--- config.mk ---
export PLATFORM = sky130hd
export DESIGN_NAME = prog_mem_loader
export DESIGN_NICKNAME = d
export VERILOG_FILES = /design/src/rtl/prog_mem_loader_pkg.sv /design/src/rtl/byte_to_word_packer.sv /design/src/rtl/prog_mem_loader.sv
export SDC_FILE = /design/constraint.sdc
export NUM_CORES = 1
export LEC_CHECK = 0
export BUFFER_PORTS_ARGS = -buffer_cell sky130_fd_sc_hd__clkbuf_2
export CORE_MARGIN = 4
export CORE_UTILIZATION = 48
export DETAILED_ROUTE_END_ITERATION = 12
export GPL_ROUTABILITY_DRIVEN = 1
export PLACE_DENSITY = 0.74
export SYNTH_ARGS = -nofsm -noshare
export SYNTH_HDL_FRONTEND = slang
export SYNTH_SLANG_ARGS = --single-unit
export TNS_END_PERCENT = 50
--- constraint.sdc ---
create_clock -name clk -period 5.25 [get_ports clk]
set_input_delay 0.2625 -clock clk [delete_from_list [all_inputs] [get_ports clk]]
set_output_delay 0.2625 -clock clk [all_outputs]
set_load 0.05 [all_outputs]
--- src/rtl/prog_mem_loader_pkg.sv ---
// Shared types and constants for the boot-time program-memory loader.
package prog_mem_loader_pkg;

  localparam int unsigned BYTE_W     = 8;
  localparam int unsigned WORD_W     = 32;
  localparam int unsigned ADDR_W     = 16;
  localparam int unsigned CNT_W      = 2;
  localparam int unsigned LEN_BYTES  = 2;
  localparam int unsigned WORD_BYTES = 4;
  localparam int unsigned CSUM_BYTES = 4;

  localparam logic [ADDR_W-1:0] DEFAULT_BASE_ADDR = 16'h0000;

  typedef enum logic [2:0] {
    ST_IDLE,
    ST_LEN_HI,
    ST_LEN_LO,
    ST_DATA,
    ST_CHECK,
    ST_DONE,
    ST_ERROR
  } state_e;

  // States in which the loader owns the stream.
  function automatic logic is_busy(state_e s);
    return (s == ST_LEN_HI) || (s == ST_LEN_LO) || (s == ST_DATA) || (s == ST_CHECK);
  endfunction

endpackage

--- src/rtl/byte_to_word_packer.sv ---
// Assembles MSB-first bytes into a field of up to four bytes; field length is
// selected per byte by last_idx so one packer serves length, data and trailer.
module byte_to_word_packer
  import prog_mem_loader_pkg::*;
(
  input  logic              clk,
  input  logic              reset,
  input  logic              clear,
  input  logic              byte_valid,
  input  logic [BYTE_W-1:0] byte_data,
  input  logic [CNT_W-1:0]  last_idx,
  output logic              word_valid_c,
  output logic [WORD_W-1:0] word_c
);

  logic [WORD_W-BYTE_W-1:0] shift_q;
  logic [CNT_W-1:0]         cnt_q;

  // Completed field is visible combinationally alongside its final byte.
  assign word_c       = {shift_q, byte_data};
  assign word_valid_c = byte_valid && (cnt_q == last_idx);

  always_ff @(posedge clk or posedge reset) begin
    if (reset) begin
      shift_q <= '0;
      cnt_q   <= '0;
    end else if (clear) begin
      shift_q <= '0;
      cnt_q   <= '0;
    end else if (byte_valid) begin
      shift_q <= word_c[WORD_W-BYTE_W-1:0];
      cnt_q   <= word_valid_c ? '0 : cnt_q + CNT_W'(1);
    end
  end

endmodule

--- src/rtl/prog_mem_loader.sv ---
// Boot loader: parses a length-prefixed, XOR-checksummed byte stream, writes
// words to program memory and releases the core only after a verified image.
module prog_mem_loader
  import prog_mem_loader_pkg::*;
#(
  parameter logic [ADDR_W-1:0] BASE_ADDR = DEFAULT_BASE_ADDR
) (
  input  logic              clk,
  input  logic              reset,
  input  logic              start,
  input  logic [BYTE_W-1:0] rx_data,
  input  logic              rx_valid,
  output logic              rx_ready,
  output logic              pm_we,
  output logic [ADDR_W-1:0] pm_addr,
  output logic [WORD_W-1:0] pm_wdata,
  output logic              cpu_reset_n,
  output logic              busy,
  output logic              done,
  output logic              error,
  output logic [ADDR_W-1:0] words_loaded
);

  state_e              state_q, next_state;
  logic [ADDR_W-1:0]   len_q, idx_q;
  logic [WORD_W-1:0]   acc_q;

  logic                accept_c, start_c, write_c, len_load_c;
  logic [CNT_W-1:0]    last_idx_c;
  logic                word_valid_c;
  logic [WORD_W-1:0]   word_c;

  byte_to_word_packer u_packer (
    .clk          (clk),
    .reset        (reset),
    .clear        (start_c),
    .byte_valid   (accept_c),
    .byte_data    (rx_data),
    .last_idx     (last_idx_c),
    .word_valid_c (word_valid_c),
    .word_c       (word_c)
  );

  assign words_loaded = idx_q;

  always_comb begin
    next_state = state_q;
    accept_c   = rx_valid && rx_ready;
    start_c    = 1'b0;
    write_c    = 1'b0;
    len_load_c = 1'b0;
    last_idx_c = CNT_W'(WORD_BYTES - 1);
    case (state_q)
      ST_IDLE, ST_DONE, ST_ERROR: begin
        if (start) begin
          start_c    = 1'b1;
          next_state = ST_LEN_HI;
        end
      end
      ST_LEN_HI: begin
        last_idx_c = CNT_W'(LEN_BYTES - 1);
        if (accept_c) next_state = ST_LEN_LO;
      end
      ST_LEN_LO: begin
        last_idx_c = CNT_W'(LEN_BYTES - 1);
        if (word_valid_c) begin
          len_load_c = 1'b1;
          next_state = (word_c[ADDR_W-1:0] != '0) ? ST_DATA : ST_CHECK;
        end
      end
      ST_DATA: begin
        if (word_valid_c) begin
          write_c = 1'b1;
          if ((idx_q + ADDR_W'(1)) == len_q) next_state = ST_CHECK;
        end
      end
      ST_CHECK: begin
        last_idx_c = CNT_W'(CSUM_BYTES - 1);
        if (word_valid_c) next_state = (word_c == acc_q) ? ST_DONE : ST_ERROR;
      end
      default: next_state = ST_IDLE;
    endcase
  end

  // Status outputs are registered images of the state being entered.
  always_ff @(posedge clk or posedge reset) begin
    if (reset) begin
      state_q     <= ST_IDLE;
      len_q       <= '0;
      idx_q       <= '0;
      acc_q       <= '0;
      pm_we       <= 1'b0;
      pm_addr     <= '0;
      pm_wdata    <= '0;
      rx_ready    <= 1'b0;
      busy        <= 1'b0;
      done        <= 1'b0;
      error       <= 1'b0;
      cpu_reset_n <= 1'b0;
    end else begin
      state_q     <= next_state;
      pm_we       <= write_c;
      rx_ready    <= is_busy(next_state);
      busy        <= is_busy(next_state);
      done        <= (next_state == ST_DONE);
      error       <= (next_state == ST_ERROR);
      cpu_reset_n <= (next_state == ST_DONE);
      if (len_load_c) len_q <= word_c[ADDR_W-1:0];
      if (start_c) begin
        idx_q <= '0;
        acc_q <= '0;
      end else if (write_c) begin
        idx_q <= idx_q + ADDR_W'(1);
        acc_q <= acc_q ^ word_c;
      end
      if (write_c) begin
        pm_addr  <= BASE_ADDR + idx_q;
        pm_wdata <= word_c;
      end
    end
  end

endmodule

==> impl_metrics.sql <==
INSERT INTO impl_metrics (metric_group, metric, value, unit) VALUES
('outcome', 'status', 'complete, no violations', ''),
('route', 'routed_wire_length', '16300', 'um'),
('synthesis', 'synth.net_count', '783', ''),
('grt', 'grtUsageMet1', '0.279', ''),
('placed_design', 'place_congestion', '0.830', ''),
('synthesis', 'ys.flop_type', 'dfrtp_1', ''),
('setup_path', 'critical_path_arrival', '3510', 'ps'),
('synthesis', 'yosysMostFrequentCell', 'nand2_1', ''),
('clocking', 'clock-sinks', '145', ''),
('setup_path', 'critical_path_peak_fanout', '42', ''),
('synthesis', 'synthDominantCellAreaShare', '0.521', ''),
('setup_path', 'timing.rr.start', 'busy$_DFF_PP0_', ''),
('grt', 'grt_pass1_wl', '27200', 'um'),
('clocking', 'max-clock-path-buffers', '2', ''),
('sta', 'timing_max_transition_violations_final', '0', ''),
('synthesis', 'synth_seq_area_share', '0.521', ''),
('synthesis', 'top_cell_type_by_total_area_after_synthesis', 'dfrtp_1', ''),
('layout', 'register_area', '3630', 'um2'),
('clocking', 'cts_tree', 'yes', ''),
('floorplan', 'design.die.area', '16500', 'um2'),
('power', 'combinationalPowerShare', '0.340', ''),
('route', 'routed-via-count', '5617', ''),
('layout', 'flow.area_growth_from_synthesis', '15.6', '%'),
('floorplan', 'core_region_area', '14000', 'um2'),
('synthesis', 'synth_common_cells', 'nand2_1, dfrtp_1, o21ai_0', ''),
('floorplan', 'row_count', '43', ''),
('sta', 'postLayoutSetupSlackWorst', '2000', 'ps'),
('setup_path', 'startpoint_type', 'flop', ''),
('placed_design', 'post-dp-hpwl', '10700', 'um'),
('floorplan', 'start_util', '0.496', ''),
('grt', 'globalRoute.busiestLayer', 'met2', ''),
('floorplan', 'die_y', '128', 'um'),
('layout', 'antenna-diode-count', '0', ''),
('sta', 'fin_setup_tns', '0', 'ps'),
('setup_path', 'worstSetupPathType', 'flop to flop', ''),
('clocking', 'cts_inserted_buffers', '17', ''),
('power', 'power_density', '594', 'nW/um2'),
('clocking', 'clock_tree.root_cell', 'clkbuf_16', ''),
('grt', 'grt_antenna_before_repair', '0', ''),
('grt', 'gr-usage-met2', '0.317', ''),
('grt', 'first_global_vias', '5325', ''),
('placed_design', 'placement.io_buffers', '81', ''),
('grt', 'grt_overflow_total', '0', ''),
('power', 'cellInternalPower', '2.88', 'mW'),
('floorplan', 'floorplan.die.width', '128', 'um'),
('power', 'power.net_switching', '1.90', 'mW'),
('grt', 'grtUsageTotal', '0.207', ''),
('synthesis', 'synth.yosys.warnings', '0', ''),
('clocking', 'cts_resized', '0', ''),
('run', 'drv_cap', '0', ''),
('floorplan', 'io-pin-count', '82', ''),
('setup_path', 'cp_required', '5510', 'ps'),
('sta', 'setup_violations', '0', ''),
('sta', 'finClkSkew', '9.19', 'ps'),
('layout', 'area_occupied_by_multi_input_gates', '3080', 'um2'),
('clocking', 'cts-htree-levels', '4', ''),
('placed_design', 'worst_slack_at_placement', '2030', 'ps'),
('clocking', 'cts_setup_buffers', '0', ''),
('sta', 'slew_headroom', '0.254', ''),
('synthesis', 'async_flop_share', '1.00', ''),
('sta', 'worst_slew_pin_slew', '1110', 'ps'),
('sta', 'achievable-frequency', '0.308', 'GHz'),
('synthesis', 'synth.distinct_cells', '57', ''),
('power', 'clkPwrFrac', '0.274', ''),
('power', 'power_switching_share', '0.398', ''),
('sta', 'hold_violations', '0', ''),
('layout', 'filler_cell_count', '1227', ''),
('power', 'static-leakage-power', '3.84', 'nW'),
('synthesis', 'yosys-top-cells-area', 'dfrtp_1, nand2_1, xnor2_1, o21ai_0, mux2_2', ''),
('min_path', 'hold_class', 'primary input to async pin', ''),
('sta', 'layout_min_cycle_time', '3250', 'ps');
area by class of cell:
cell class | instances | area share
multi-input combinational | 563 | 0.383
clock buffer | 24 | 0.0623
inverter | 9 | 0.00482
sequential | 145 | 0.451
timing repair buffer | 84 | 0.0531
clock inverter | 8 | 0.0185
tap | 180 | 0.0280
worst max-delay path: stages, from the launching register on:
cell and delay, ps:
dfrtp_1 380, and2_1 740, nand2_1 340, a211o_2 360
inv_2 530, nor2_4 350, o21ai_0 270, o31ai_1 90
power by group through the flow:
stage | Combinational (mW) | Sequential [mW] | Clock [mW]
after floorplan | 0.915 | 2.16 | 0
after global placement | 1.60 | 1.85 | 0
after detailed placement | 1.63 | 1.86 | 0
after CTS | 1.64 | 1.84 | 1.33
after global routing | 1.77 | 1.90 | 1.39
final | 1.62 | 1.84 | 1.31
metrics by stage:
stage                     std cells  power (mW)  hold slack (ps)  cell area [um2]   util
after floorplan                 770        3.07              381             6970      -
after global placement          981        3.44              456             7400  0.527
after detailed placement        981        3.48              461             7400  0.527
after CTS                      1013        4.81             53.5             8050  0.573
after global routing           1013        5.06              114             8050  0.573
final                          1013        4.78             34.1             8050  0.573
registers in the layout, summed over array words and instances (netlist names):
register,count
done,1
state_q,3
u_packer.cnt_q,2
busy,1
u_packer.shift_q,24
pm_addr,16
error,1
pm_we,1
acc_q,32
words_loaded,16
pm_wdata,32
len_q,16
cells by family after synthesis:
kind of cell | after synthesis | share of synthesized area
adders and majority gates | 2 | 0.00323
and+or+nand+nor | 334 | 0.210
AOI/OAI and AO/OA | 149 | 0.120
buffers and inverters | 62 | 0.0397
DFF | 145 | 0.521
muxes | 17 | 0.0275
xor gates and xnor gates | 61 | 0.0787
per-layer routing:
metal / part of all wire / vias up / routed length, um
met4: 0.028 / 0 / 452
met5: 0 / - / 0
met1: 0.46 / 2733 / 7480
li1: - / 2683 / -
met3: 0.055 / 31 / 901
met2: 0.46 / 170 / 7430
layout by cell type (no fill, tap or decap), types with 4 or more instances in the layout:
cell and instances:
o31ai_1 7, bufinv_16 4, mux2_2 17, nor3_1 5, nor4_1 9, nand3_1 10, nor2_1 46, and3_1 5
clkbuf_8 5, xor2_1 7, o21ai_1 11, clkbuf_16 17, xnor2_1 53, clkbuf_2 81, a21oi_1 33, o21ai_0 77
nand2_1 220, dfrtp_1 145, inv_1 7, nand4_1 15
worst paths after layout:
path / end / slack (ps) / cells past startpoint
max reg2reg: words_loaded[6]$_DFFE_PP0P_ / 2000 / 7
max in group asynchronous: u_packer.shift_q[10]$_DFFE_PP0P_ / 4100 / 3
max: words_loaded[6]$_DFFE_PP0P_ / 2000 / 7
min in group clk: u_packer.shift_q[0]$_DFFE_PP0P_ / 150 / 3
min reg2reg: pm_addr[10]$_DFFE_PP0P_ / 470 / 2
min: pm_addr[4]$_DFFE_PP0P_ / 30 / 2
Power figures use the tool's default switching activity.
